## src/rtl/valu_pkg.sv

```systemverilog
// Shared definitions for the vector ALU issue path.
//  - SEW_* : element-width codes carried on instr_sew / out_sew
//  - epb() : elements per datapath beat for a given element width
//  - valu_state_e : issue FSM states
package valu_pkg;

  localparam logic [1:0] SEW_8  = 2'b00;
  localparam logic [1:0] SEW_16 = 2'b01;
  localparam logic [1:0] SEW_32 = 2'b10;
  localparam logic [1:0] SEW_64 = 2'b11;

  typedef enum logic [0:0] {
    ST_IDLE  = 1'b0,
    ST_ISSUE = 1'b1
  } valu_state_e;

  // Elements carried by one beat: byte lanes divided by bytes per element.
  function automatic int unsigned epb(input logic [1:0] sew, input int unsigned byte_en_width);
    return byte_en_width >> sew;
  endfunction

endpackage

```

## src/rtl/valu_tail_be.sv

```systemverilog
// Tail byte-enable generator.
//  i_rem_elems : elements still to be processed from this beat onward
//  i_sew       : element width code
//  o_be        : byte enables; the low (i_rem_elems << i_sew) lanes, saturating
//                to all ones when the remainder covers the whole beat
module valu_tail_be #(
  parameter int VL_WIDTH  = 11,
  parameter int SEW_WIDTH = 2,
  parameter int BE_WIDTH  = 8
) (
  input  logic [VL_WIDTH:0]    i_rem_elems,
  input  logic [SEW_WIDTH-1:0] i_sew,
  output logic [BE_WIDTH-1:0]  o_be
);

  // Wide enough for the remainder scaled by the largest element size (8 bytes).
  localparam int NB_W = VL_WIDTH + 5;

  logic [NB_W-1:0] w_nbytes;

  assign w_nbytes = NB_W'(i_rem_elems) << i_sew;

  always_comb begin
    // NOTE: default every always_comb output first so no path leaves it unassigned (no latch).
    o_be = '0;
    for (int i = 0; i < BE_WIDTH; i++) begin
      o_be[i] = (NB_W'(i) < w_nbytes);
    end
  end

endmodule

```

## src/rtl/valu_req_issuer.sv

```systemverilog
// Issue side of the vector add/min/max pipeline.
// Accepts one instruction (instr_*), walks its beats reading both source
// lines from the register file (rf_rd_*), and presents one registered beat
// per cycle to the ALU (out_*). No backpressure.
//  clk, rst           : clock, synchronous active-high reset
//  instr_*            : instruction handshake and fields
//  rf_rd_en/addr0/1   : register-file read request (combinational from state)
//  rf_rd_data0/1      : read data, one cycle after rf_rd_en
//  out_*              : ALU request beat, all zero when out_valid is low
module valu_req_issuer
  import valu_pkg::*;
#(
  parameter int REQ_DATA_WIDTH    = 64,
  parameter int REQ_ADDR_WIDTH    = 32,
  parameter int SEW_WIDTH         = 2,
  parameter int OPSEL_WIDTH       = 9,
  parameter int VL_WIDTH          = 11,
  parameter int REQ_BYTE_EN_WIDTH = REQ_DATA_WIDTH / 8
) (
  input  logic                         clk,
  input  logic                         rst,
  input  logic                         instr_valid,
  output logic                         instr_ready,
  input  logic [REQ_ADDR_WIDTH-1:0]    instr_vs1,
  input  logic [REQ_ADDR_WIDTH-1:0]    instr_vs2,
  input  logic [REQ_ADDR_WIDTH-1:0]    instr_vd,
  input  logic [VL_WIDTH-1:0]          instr_vl,
  input  logic [SEW_WIDTH-1:0]         instr_sew,
  input  logic [OPSEL_WIDTH-1:0]       instr_opSel,
  input  logic                         instr_avg,
  output logic                         rf_rd_en,
  output logic [REQ_ADDR_WIDTH-1:0]    rf_rd_addr0,
  output logic [REQ_ADDR_WIDTH-1:0]    rf_rd_addr1,
  input  logic [REQ_DATA_WIDTH-1:0]    rf_rd_data0,
  input  logic [REQ_DATA_WIDTH-1:0]    rf_rd_data1,
  output logic                         out_valid,
  output logic [REQ_DATA_WIDTH-1:0]    out_vec0,
  output logic [REQ_DATA_WIDTH-1:0]    out_vec1,
  output logic [SEW_WIDTH-1:0]         out_sew,
  output logic [OPSEL_WIDTH-1:0]       out_opSel,
  output logic [REQ_ADDR_WIDTH-1:0]    out_addr,
  output logic [5:0]                   out_start_idx,
  output logic                         out_req_start,
  output logic                         out_req_end,
  output logic [REQ_BYTE_EN_WIDTH-1:0] out_be,
  output logic                         out_avg,
  output logic                         out_mask
);

  localparam int OFF_W   = VL_WIDTH + 1;  // element offsets never wrap
  localparam int LOG2_DW = $clog2(REQ_DATA_WIDTH);

  // Latched instruction and FSM.
  valu_state_e                r_state;
  logic [VL_WIDTH-1:0]        r_beat;
  logic [REQ_ADDR_WIDTH-1:0]  r_vs1, r_vs2, r_vd;
  logic [VL_WIDTH-1:0]        r_vl;
  logic [SEW_WIDTH-1:0]       r_sew;
  logic [OPSEL_WIDTH-1:0]     r_opsel;
  logic                       r_avg;

  // Sideband for the beat whose read is in flight (aligned with rf data).
  logic                         r_s1_valid, r_s1_start, r_s1_end, r_s1_avg;
  logic [REQ_BYTE_EN_WIDTH-1:0] r_s1_be;
  logic [5:0]                   r_s1_idx;
  logic [REQ_ADDR_WIDTH-1:0]    r_s1_addr;
  logic [SEW_WIDTH-1:0]         r_s1_sew;
  logic [OPSEL_WIDTH-1:0]       r_s1_opsel;

  // Registered ALU beat.
  logic                         r_out_valid, r_out_start, r_out_end, r_out_avg, r_out_mask;
  logic [REQ_DATA_WIDTH-1:0]    r_out_vec0, r_out_vec1;
  logic [SEW_WIDTH-1:0]         r_out_sew;
  logic [OPSEL_WIDTH-1:0]       r_out_opsel;
  logic [REQ_ADDR_WIDTH-1:0]    r_out_addr;
  logic [5:0]                   r_out_idx;
  logic [REQ_BYTE_EN_WIDTH-1:0] r_out_be;

  logic                         w_issue, w_last, w_mask, w_launch;
  logic [OFF_W-1:0]             w_epb, w_elem_off, w_rem;
  logic [REQ_ADDR_WIDTH-1:0]    w_dst;
  logic [REQ_BYTE_EN_WIDTH-1:0] w_be;

  assign w_issue    = (r_state == ST_ISSUE);
  assign w_epb      = OFF_W'(epb(r_sew, REQ_BYTE_EN_WIDTH));
  assign w_elem_off = {1'b0, r_beat} * w_epb;
  assign w_rem      = {1'b0, r_vl} - w_elem_off;
  assign w_last     = (w_rem <= w_epb);
  assign w_mask     = r_opsel[OPSEL_WIDTH-1];

  // Mask results pack one bit per element, so a destination line holds
  // REQ_DATA_WIDTH elements rather than one beat's worth.
  assign w_dst = w_mask ? r_vd + REQ_ADDR_WIDTH'(w_elem_off >> LOG2_DW)
                        : r_vd + REQ_ADDR_WIDTH'(r_beat);

  // Zero-length instructions and element widths wider than the datapath
  // are accepted but produce no beats.
  assign w_launch = (instr_vl != '0) &&
                    !((REQ_DATA_WIDTH < 64) && (instr_sew == SEW_WIDTH'(SEW_64)));

  valu_tail_be #(
    .VL_WIDTH  (VL_WIDTH),
    .SEW_WIDTH (SEW_WIDTH),
    .BE_WIDTH  (REQ_BYTE_EN_WIDTH)
  ) u_tail_be (
    .i_rem_elems (w_rem),
    .i_sew       (r_sew),
    .o_be        (w_be)
  );

  assign instr_ready = (r_state == ST_IDLE);
  assign rf_rd_en    = w_issue;
  assign rf_rd_addr0 = w_issue ? r_vs1 + REQ_ADDR_WIDTH'(r_beat) : '0;
  assign rf_rd_addr1 = w_issue ? r_vs2 + REQ_ADDR_WIDTH'(r_beat) : '0;

  // NOTE: sequential state uses non-blocking (<=) so every register samples pre-edge values.
  always_ff @(posedge clk) begin
    // NOTE: datapath registers are reset too, because every output must read zero out of reset.
    if (rst) begin
      r_state <= ST_IDLE;
      r_beat  <= '0;
      r_vs1   <= '0;
      r_vs2   <= '0;
      r_vd    <= '0;
      r_vl    <= '0;
      r_sew   <= '0;
      r_opsel <= '0;
      r_avg   <= '0;
    end else begin
      case (r_state)
        ST_IDLE: begin
          if (instr_valid) begin
            r_vs1   <= instr_vs1;
            r_vs2   <= instr_vs2;
            r_vd    <= instr_vd;
            r_vl    <= instr_vl;
            r_sew   <= instr_sew;
            r_opsel <= instr_opSel;
            r_avg   <= instr_avg;
            r_beat  <= '0;
            if (w_launch) r_state <= ST_ISSUE;
          end
        end
        ST_ISSUE: begin
          if (w_last) begin
            r_state <= ST_IDLE;
            r_beat  <= '0;
          end else begin
            r_beat <= r_beat + VL_WIDTH'(1);
          end
        end
        default: r_state <= ST_IDLE;
      endcase
    end
  end

  // Sideband travels one stage so it meets the read data it belongs to;
  // clearing r_s1_valid on reset discards any read already in flight.
  always_ff @(posedge clk) begin
    if (rst) begin
      r_s1_valid <= 1'b0;
      r_s1_start <= 1'b0;
      r_s1_end   <= 1'b0;
      r_s1_avg   <= 1'b0;
      r_s1_be    <= '0;
      r_s1_idx   <= '0;
      r_s1_addr  <= '0;
      r_s1_sew   <= '0;
      r_s1_opsel <= '0;
    end else begin
      r_s1_valid <= w_issue;
      r_s1_start <= (r_beat == '0);
      r_s1_end   <= w_last;
      r_s1_avg   <= r_avg;
      r_s1_be    <= w_be;
      r_s1_idx   <= w_elem_off[5:0];
      r_s1_addr  <= w_dst;
      r_s1_sew   <= r_sew;
      r_s1_opsel <= r_opsel;
    end
  end

  always_ff @(posedge clk) begin
    if (rst || !r_s1_valid) begin
      r_out_valid <= 1'b0;
      r_out_vec0  <= '0;
      r_out_vec1  <= '0;
      r_out_sew   <= '0;
      r_out_opsel <= '0;
      r_out_addr  <= '0;
      r_out_idx   <= '0;
      r_out_start <= 1'b0;
      r_out_end   <= 1'b0;
      r_out_be    <= '0;
      r_out_avg   <= 1'b0;
      r_out_mask  <= 1'b0;
    end else begin
      r_out_valid <= 1'b1;
      r_out_vec0  <= rf_rd_data0;
      r_out_vec1  <= rf_rd_data1;
      r_out_sew   <= r_s1_sew;
      r_out_opsel <= r_s1_opsel;
      r_out_addr  <= r_s1_addr;
      r_out_idx   <= r_s1_idx;
      r_out_start <= r_s1_start;
      r_out_end   <= r_s1_end;
      r_out_be    <= r_s1_be;
      r_out_avg   <= r_s1_avg;
      r_out_mask  <= r_s1_opsel[OPSEL_WIDTH-1];
    end
  end

  assign out_valid     = r_out_valid;
  assign out_vec0      = r_out_vec0;
  assign out_vec1      = r_out_vec1;
  assign out_sew       = r_out_sew;
  assign out_opSel     = r_out_opsel;
  assign out_addr      = r_out_addr;
  assign out_start_idx = r_out_idx;
  assign out_req_start = r_out_start;
  assign out_req_end   = r_out_end;
  assign out_be        = r_out_be;
  assign out_avg       = r_out_avg;
  assign out_mask      = r_out_mask;

endmodule

```

## config.mk

```make
export PLATFORM = sky130hd
export DESIGN_NAME = valu_req_issuer
export DESIGN_NICKNAME = d
export VERILOG_FILES = /design/src/rtl/valu_pkg.sv /design/src/rtl/valu_tail_be.sv /design/src/rtl/valu_req_issuer.sv
export SDC_FILE = /design/constraint.sdc
export NUM_CORES = 1
export LEC_CHECK = 0
export BUFFER_PORTS_ARGS = -buffer_cell sky130_fd_sc_hd__buf_2
export CAP_MARGIN = 5
export CELL_PAD_IN_SITES_DETAIL_PLACEMENT = 1
export CELL_PAD_IN_SITES_GLOBAL_PLACEMENT = 1
export CORE_ASPECT_RATIO = 0.6
export CORE_MARGIN = 10
export CORE_UTILIZATION = 42
export CTS_BUF_LIST = sky130_fd_sc_hd__clkbuf_4 sky130_fd_sc_hd__clkbuf_8
export CTS_CLUSTER_SIZE = 25
export DETAILED_ROUTE_END_ITERATION = 8
export GPL_ROUTABILITY_DRIVEN = 0
export PLACE_DENSITY = 0.84
export SLEW_MARGIN = 10
export SYNTH_ARGS = -nofsm -noshare
export SYNTH_HDL_FRONTEND = slang
export SYNTH_SLANG_ARGS = --single-unit
```

## constraint.sdc

```tcl
create_clock -name clk -period 16 [get_ports clk]
set_clock_uncertainty 0.05 [all_clocks]
set_input_delay 4 -clock clk [delete_from_list [all_inputs] [get_ports clk]]
set_output_delay 4 -clock clk [all_outputs]
set_load 0.01 [all_outputs]
```

==> impl_metrics.env, run 1 <==
export IMPL_synth_edf_count=0
export IMPL_cts_hold_buf=0
export IMPL_grt_util_all_layers_pct=25.9
export IMPL_power_density_mw_per_mm2=101
export IMPL_wl_per_cell_microns=22.4
export IMPL_fmax_mhz=118
export IMPL_post_cts_buffers=0
export IMPL_cts_tree="done"
export IMPL_synth_distinct_cells=74
export IMPL_synth_top_area_share_pct=45.8
export IMPL_yosys_cell_count_top_type="dfxtp_1"
export IMPL_hold_viol=0
export IMPL_final_cells=2923
export IMPL_dp_cells=2817
export IMPL_setup_viol=0
export IMPL_drc=0
export IMPL_crit_fanout=11
export IMPL_fillCellCount=4749
export IMPL_final_util_pct=53.2
export IMPL_regArea_sq_mm=0.00763
export IMPL_peakVddDrop_mv=0.101
export IMPL_design_area_sq_mm=0.0208
export IMPL_ys_ff_latch=381
export IMPL_ioPinCount=506
export IMPL_cp_data_arrival_time_ns=4.40
export IMPL_hold_path_class="flop to flop"
export IMPL_hpwl_mm=48.1
export IMPL_portBuffers=505
export IMPL_slew_violations=0
export IMPL_setup_ws_ns=7.55
export IMPL_path_clk_slew_ns=0.08
export IMPL_vias=15144
export IMPL_post_place_ws_ns=8.30
export IMPL_ys_warnings_count=0
export IMPL_final_antenna_net_count=0
export IMPL_synth_area_leaders="dfxtp_1, and2_1, nand2_1"
export IMPL_relSlewSlack_pct=30.9
export IMPL_cts_resized=0
export IMPL_dr_pass1_iters=4
export IMPL_grt_pass1_vias=15923
export IMPL_min_period_ns=8.45
export IMPL_die_area_sq_mm=0.0483
export IMPL_die_w_microns=277
export IMPL_synthTopCellsByCount="dfxtp_1, nand2_1, and2_1, a21oi_1, nor2_1"
export IMPL_place_area_sq_mm=0.0195
export IMPL_crit_path_end_kind="primary output"
export IMPL_drt_iter0_drc=864
export IMPL_antenna_found_initial=10
export IMPL_rows=56
export IMPL_htreeDepth=2
export IMPL_clock_latency_ns=0.64
export IMPL_critical_path_class="flop to primary output"
export IMPL_grt_pass1_wl_mm=99.4
export IMPL_p_leak_uw=0.00990
export IMPL_start_kind="flop"
export IMPL_avgSynthCellArea_sq_um=8.86
export IMPL_synth_area_leader_cell="dfxtp_1"
export IMPL_viasPerCell=5.18
export IMPL_ctsLongestPathBuffers=3
export IMPL_synthArstFlopShare_pct=0
export IMPL_die_h_microns=174
export IMPL_drt_wl_total_mm=65.5
export IMPL_grt_remaining_overflow=0
export IMPL_synth_area_sq_mm=0.0167
export IMPL_grt_max_degree=157
export IMPL_start_util_pct=42.6
export IMPL_status="finished clean"
export IMPL_clock_sinks=381
export IMPL_drive_above_1_share_pct=27.0
export IMPL_required_ns=11.95
export IMPL_multiInputGateArea_sq_mm=0.00845
export IMPL_maxCapViolCount=0
export IMPL_synthFlopType="dfxtp_1"
export IMPL_worst_slew_pin_slew_ns=1.04
export IMPL_area_delta_synth_final_pct=24.8
export IMPL_root_buffer="clkbuf_8"
export IMPL_post_route_period_util_pct=52.8
export IMPL_final_nets=2708
export IMPL_rsz0062_at_grt="false"
export IMPL_core_sq_mm=0.0391
export IMPL_cts_made_buffers=54
export IMPL_final_setup_tns_ns=0
export IMPL_syn_inst=1881
export IMPL_synth_nets=2238
export IMPL_ys_seq_area_share_pct=45.8
==> routing by layer <==
metal  track usage [%]  up-vias  wire, microns
li1                  -     7168              -
met1              32.1     7416          28100
met2              44.2      451          32000
met3              6.20      107           3950
met4              7.34        2           1480
met5                 0        -             12
==> final cells by class <==
cell class,instances,share of cell area [%]
multi-input cells,1344,40.7
flip-flops and latches,381,36.7
repair buffers,514,12.5
clock buffers,83,4.98
well taps,522,3.14
inverters,56,1.01
clock inverters,14,0.879
diodes,9,0.108
==> state kept, by name, indices dropped and copies added, names as in the netlist, 2 cells and up <==
| register | cells |
|---|---|
| out_be | 8 |
| r_s1_be | 8 |
| r_beat | 11 |
| r_sew | 2 |
| out_sew | 2 |
| r_s1_idx | 6 |
| r_vs1 | 32 |
| r_s1_sew | 2 |
| r_s1_addr | 32 |
| out_opSel | 8 |
| r_vl | 11 |
| r_opsel | 9 |
| r_vd | 32 |
| out_vec0 | 64 |
| r_vs2 | 32 |
| out_start_idx | 6 |
| out_addr | 32 |
| r_s1_opsel | 9 |
| out_vec1 | 64 |
==> path summary, 6_finish.rpt <==
path                            start                      end  slack [ns]  cells after the start
max            r_beat[0]$_SDFFE_PP0P_          rf_rd_addr0[12]        7.55                     11
min          r_s1_addr[21]$_SDFF_PP0_  out_addr[21]$_SDFF_PN0_        0.36                      1
max reg2reg     r_sew[1]$_SDFFE_PP0P_   r_beat[5]$_SDFFE_PP0P_        8.13                     27
min reg2reg  r_s1_addr[21]$_SDFF_PP0_  out_addr[21]$_SDFF_PN0_        0.36                      1
==> power by group <==
| part | internal (uW) | switching (uW) | leakage, uW | total (uW) |
|---|---|---|---|---|
| Combinational | 86.4 | 135 | 0.00615 | 221 |
| Clock | 466 | 406 | 0.000650 | 872 |
| Sequential | 983 | 25.0 | 0.00310 | 1010 |
| Total | 1530 | 566 | 0.00990 | 2100 |
==> critical path, cell delays in order (launching register included) <==
cell and delay, ns:
dfxtp_1 0.41, ha_1 0.27, fa_1 0.41, a21o_1 0.20, a21o_1 0.22, a2111oi_0 0.70, o31ai_1 0.25, o21ai_1 0.66
a21boi_0 0.24, xnor2_1 0.19, nor2_1 0.05, buf_2 0.16
==> metrics by stage <==
stage	total power [uW]	hold WS [ns]
after floorplan	1150	0.356
after global placement	1230	0.358
after detailed placement	1250	0.365
after CTS	2120	0.358
after global routing	2190	0.385
final	2100	0.362
==> cells in the final DEF (no fill, tap or decap), types with 4 or more instances in the layout <==
| cell type | Yosys | final |
|---|---|---|
| and2_1 | 212 | 212 |
| nor2_1 | 127 | 127 |
| clkbuf_8 | 0 | 66 |
| a31o_2 | 4 | 4 |
| a31oi_1 | 6 | 6 |
| nor2b_1 | 36 | 34 |
| clkinv_2 | 0 | 8 |
| a211oi_1 | 11 | 11 |
| nand4_1 | 17 | 17 |
| clkbuf_4 | 0 | 17 |
| mux2_2 | 8 | 8 |
| and3_1 | 23 | 23 |
| xor2_1 | 30 | 30 |
| o221ai_1 | 5 | 5 |
| a21boi_0 | 4 | 4 |
| mux2i_1 | 13 | 13 |
| nor4_1 | 8 | 8 |
| o21a_1 | 8 | 8 |
| nand2b_1 | 12 | 12 |
| diode_2 | 0 | 9 |
| o21bai_1 | 5 | 5 |
| nand3_1 | 20 | 20 |
| inv_1 | 55 | 54 |
| and4_1 | 9 | 9 |
| a21o_1 | 16 | 16 |
| nand2_1 | 303 | 302 |
| o211ai_1 | 8 | 8 |
| buf_2 | 4 | 504 |
| dfxtp_1 | 381 | 380 |
| buf_4 | 2 | 8 |
| ha_1 | 88 | 88 |
| nor3_1 | 15 | 15 |
| xnor2_1 | 51 | 51 |
| or2_2 | 5 | 5 |
| o21ai_0 | 37 | 37 |
| a21oi_1 | 176 | 176 |
| fa_1 | 19 | 19 |
| or3_1 | 17 | 17 |
==> logic make-up after synthesis <==
| kind of cell | Yosys count | share of synthesized area, % |
|---|---|---|
| flip-flops | 381 | 45.8 |
| adder cells (fa/ha/maj) | 107 | 8.89 |
| multiplexers | 21 | 1.32 |
| buffers and inverters | 156 | 3.63 |
| AND/OR/NAND/NOR | 815 | 24.1 |
| AO/OA/AOI/OAI | 317 | 11.6 |
| XOR/XNOR | 84 | 4.69 |
Power figures use the tool's default switching activity.
==> inputs of run 2 (changes only) <==
- ABC_AREA: default -> 1
- CORE_UTILIZATION: 42 -> 38
- PLACE_DENSITY: 0.84 -> 0.79
- clock period: 16 -> 7.8 ns (I/O delays scaled with it)
==> impl_metrics.env, run 2 <==
export IMPL_hpwl_mm=52.9
export IMPL_viasPerCell=4.96
export IMPL_p_leak_uw=0.0112
export IMPL_synth_area_leader_cell="dfxtp_1"
export IMPL_area_delta_synth_final_pct=25.3
export IMPL_grt_max_degree=106
export IMPL_drive_above_1_share_pct=23.5
export IMPL_crit_top_cell="nand2_1"
export IMPL_rrSetupSlack_ns=0.89
export IMPL_synth_top_area_share_pct=43.8
export IMPL_worstHoldStart="r_s1_start$_SDFF_PP0_"
export IMPL_grt_remaining_overflow=0
export IMPL_start_kind="flop"
export IMPL_final_setup_tns_ns=0
export IMPL_start_util_pct=38.6
export IMPL_synth_edf_count=0
export IMPL_dr_pass1_iters=4
export IMPL_antenna_found_initial=1
export IMPL_synthMuxAreaShare_pct=0
export IMPL_ioPinCount=506
export IMPL_peakVddDrop_mv=0.111
export IMPL_cts_hold_buf=0
export IMPL_slowest_delay_ns=0.50
export IMPL_required_ns=8.24
export IMPL_hold_viol=0
export IMPL_multiInputGateArea_sq_mm=0.00802
export IMPL_rsz0062_at_grt="false"
export IMPL_status="finished clean"
export IMPL_ys_ff_latch=381
export IMPL_synth_xor_area_share_pct=1.36
export IMPL_setup_viol=0
export IMPL_crit_slowest_cell="dfxtp_1"
export IMPL_regArea_sq_mm=0.00763
export IMPL_cp_startpoint="r_sew[1]$_SDFFE_PP0P_"
export IMPL_core_sq_mm=0.0450
export IMPL_final_common_cell="nor2_1"
export IMPL_vias=17356
export IMPL_final_cell_mix="nor2_1, buf_2, dfxtp_1"
export IMPL_drt_wl_total_mm=67.7
export IMPL_critPathTopFamily="adder cells"
export IMPL_htreeDepth=2
export IMPL_synth_top_family_by_area="simple AND/OR/NAND/NOR gates"
export IMPL_min_period_ns=6.91
export IMPL_ys_warnings_count=0
export IMPL_critical_path_class="flop to flop"
export IMPL_ctsLongestPathBuffers=3
export IMPL_clock_latency_ns=0.64
export IMPL_yosys_cell_count_top_type="nor2_1"
export IMPL_post_cts_buffers=0
export IMPL_cp_data_arrival_time_ns=7.36
export IMPL_ys_seq_area_share_pct=43.8
export IMPL_final_nets=3217
export IMPL_root_buffer="clkbuf_8"
export IMPL_fmax_mhz=145
export IMPL_die_h_microns=186
export IMPL_relSlewSlack_pct=39.7
export IMPL_cts_tree="done"
export IMPL_syn_inst=2371
export IMPL_cts_resized=0
export IMPL_yosys_area_share_simple_pct=24.7
export IMPL_avgSynthCellArea_sq_um=7.34
export IMPL_maxCapViolCount=0
export IMPL_slew_violations=0
export IMPL_wl_per_cell_microns=19.4
export IMPL_synth_area_leaders="dfxtp_1, nor2_1, inv_1"
export IMPL_post_route_period_util_pct=88.6
export IMPL_synthFlopType="dfxtp_1"
export IMPL_grt_util_all_layers_pct=23.3
export IMPL_die_w_microns=296
export IMPL_grt_pass1_wl_mm=102
export IMPL_cts_made_buffers=57
export IMPL_synthTopCellsByCount="nor2_1, dfxtp_1, inv_1, nand2_1, o21ai_0"
export IMPL_worst_slew_pin_slew_ns=0.898
export IMPL_fillCellCount=5860
export IMPL_r2r_start="r_sew[1]$_SDFFE_PP0P_"
export IMPL_final_antenna_net_count=0
export IMPL_synth_nets=2728
export IMPL_path_buf_inv=3
export IMPL_synthAdderAreaFrac_pct=8.52
export IMPL_drt_iter0_drc=1033
export IMPL_die_area_sq_mm=0.0550
export IMPL_synth_area_sq_mm=0.0174
export IMPL_p_total_uw=4620
export IMPL_synth_distinct_cells=48
export IMPL_grt_pass1_vias=18185
export IMPL_hold_path_class="flop to flop"
export IMPL_crit_fanout=12
export IMPL_power_density_mw_per_mm2=212
export IMPL_synthArstFlopShare_pct=0
export IMPL_synth_compound_area_share_pct=11.4
export IMPL_rows=60
export IMPL_clock_sinks=381
export IMPL_drc=0
export IMPL_crit_path_end_kind="flop"
export IMPL_portBuffers=505
export IMPL_path_clk_slew_ns=0.09
## run 2: report_power, final
part	leakage [uW]	switching [uW]	internal, uW	total, uW
sequential	0.00311	72.2	2040	2110
combinational	0.00739	397	206	603
clock	0.000719	842	1070	1910
total	0.0112	1310	3310	4620
## run 2: final timing paths
check | end | depth (start not counted)
setup / recovery | r_s1_addr[22]$_SDFF_PP0_ | 31
hold / removal | out_req_start$_SDFF_PN0_ | 2
setup reg to reg | r_s1_addr[22]$_SDFF_PP0_ | 31
hold reg to reg | out_req_start$_SDFF_PN0_ | 2
## run 2: area by class of cell
class | count | area share, %
clock buffers | 94 | 5.42
inverters | 378 | 6.52
clock inverters | 13 | 0.827
multi-input cells | 1527 | 36.8
flip-flops and latches | 381 | 35.0
diodes | 3 | 0.0345
well taps | 589 | 3.38
repair buffers | 515 | 12.0
## run 2: metal layers
layer  global-route usage, %  share of wire (%)  routed length [microns]  vias up
li1                        -                  -                        -     8413
met1                    30.3                 44                    29800     8336
met2                    39.4                 48                    32200      523
met3                    4.35                6.6                     4480       84
met4                    5.62                1.9                     1270        0
met5                       0                  0                        0        -
## run 2: tightest hold or removal path, delay by kind of cell (launching register included)
kind / cells / cell delay, ns
buffers and inverters: 1 / 0.04
DFF: 1 / 0.30
and+or+nand+nor: 1 / 0.03
## run 2: stage by stage
stage / hold slack (ns) / setup WS, ns / instances / util [%] / instance area [sq um]
after floorplan: 0.344 / 2.25 / 2371 / - / 17400
after global placement: 0.351 / 1.55 / 3390 / 45.3 / 20400
after detailed placement: 0.351 / 1.11 / 3390 / 45.3 / 20400
after CTS: 0.333 / 1.09 / 3497 / 48.4 / 21800
after global routing: 0.367 / 0.384 / 3498 / 48.4 / 21800
final: 0.346 / 0.886 / 3500 / 48.4 / 21800
## run 2: cells by family after synthesis
family / Yosys count
flip-flops: 381
adder cells (fa/ha/maj): 107
AND/OR/NAND/NOR: 1015
buffers and inverters: 463
AO/OA/AOI/OAI: 378
XOR/XNOR: 27
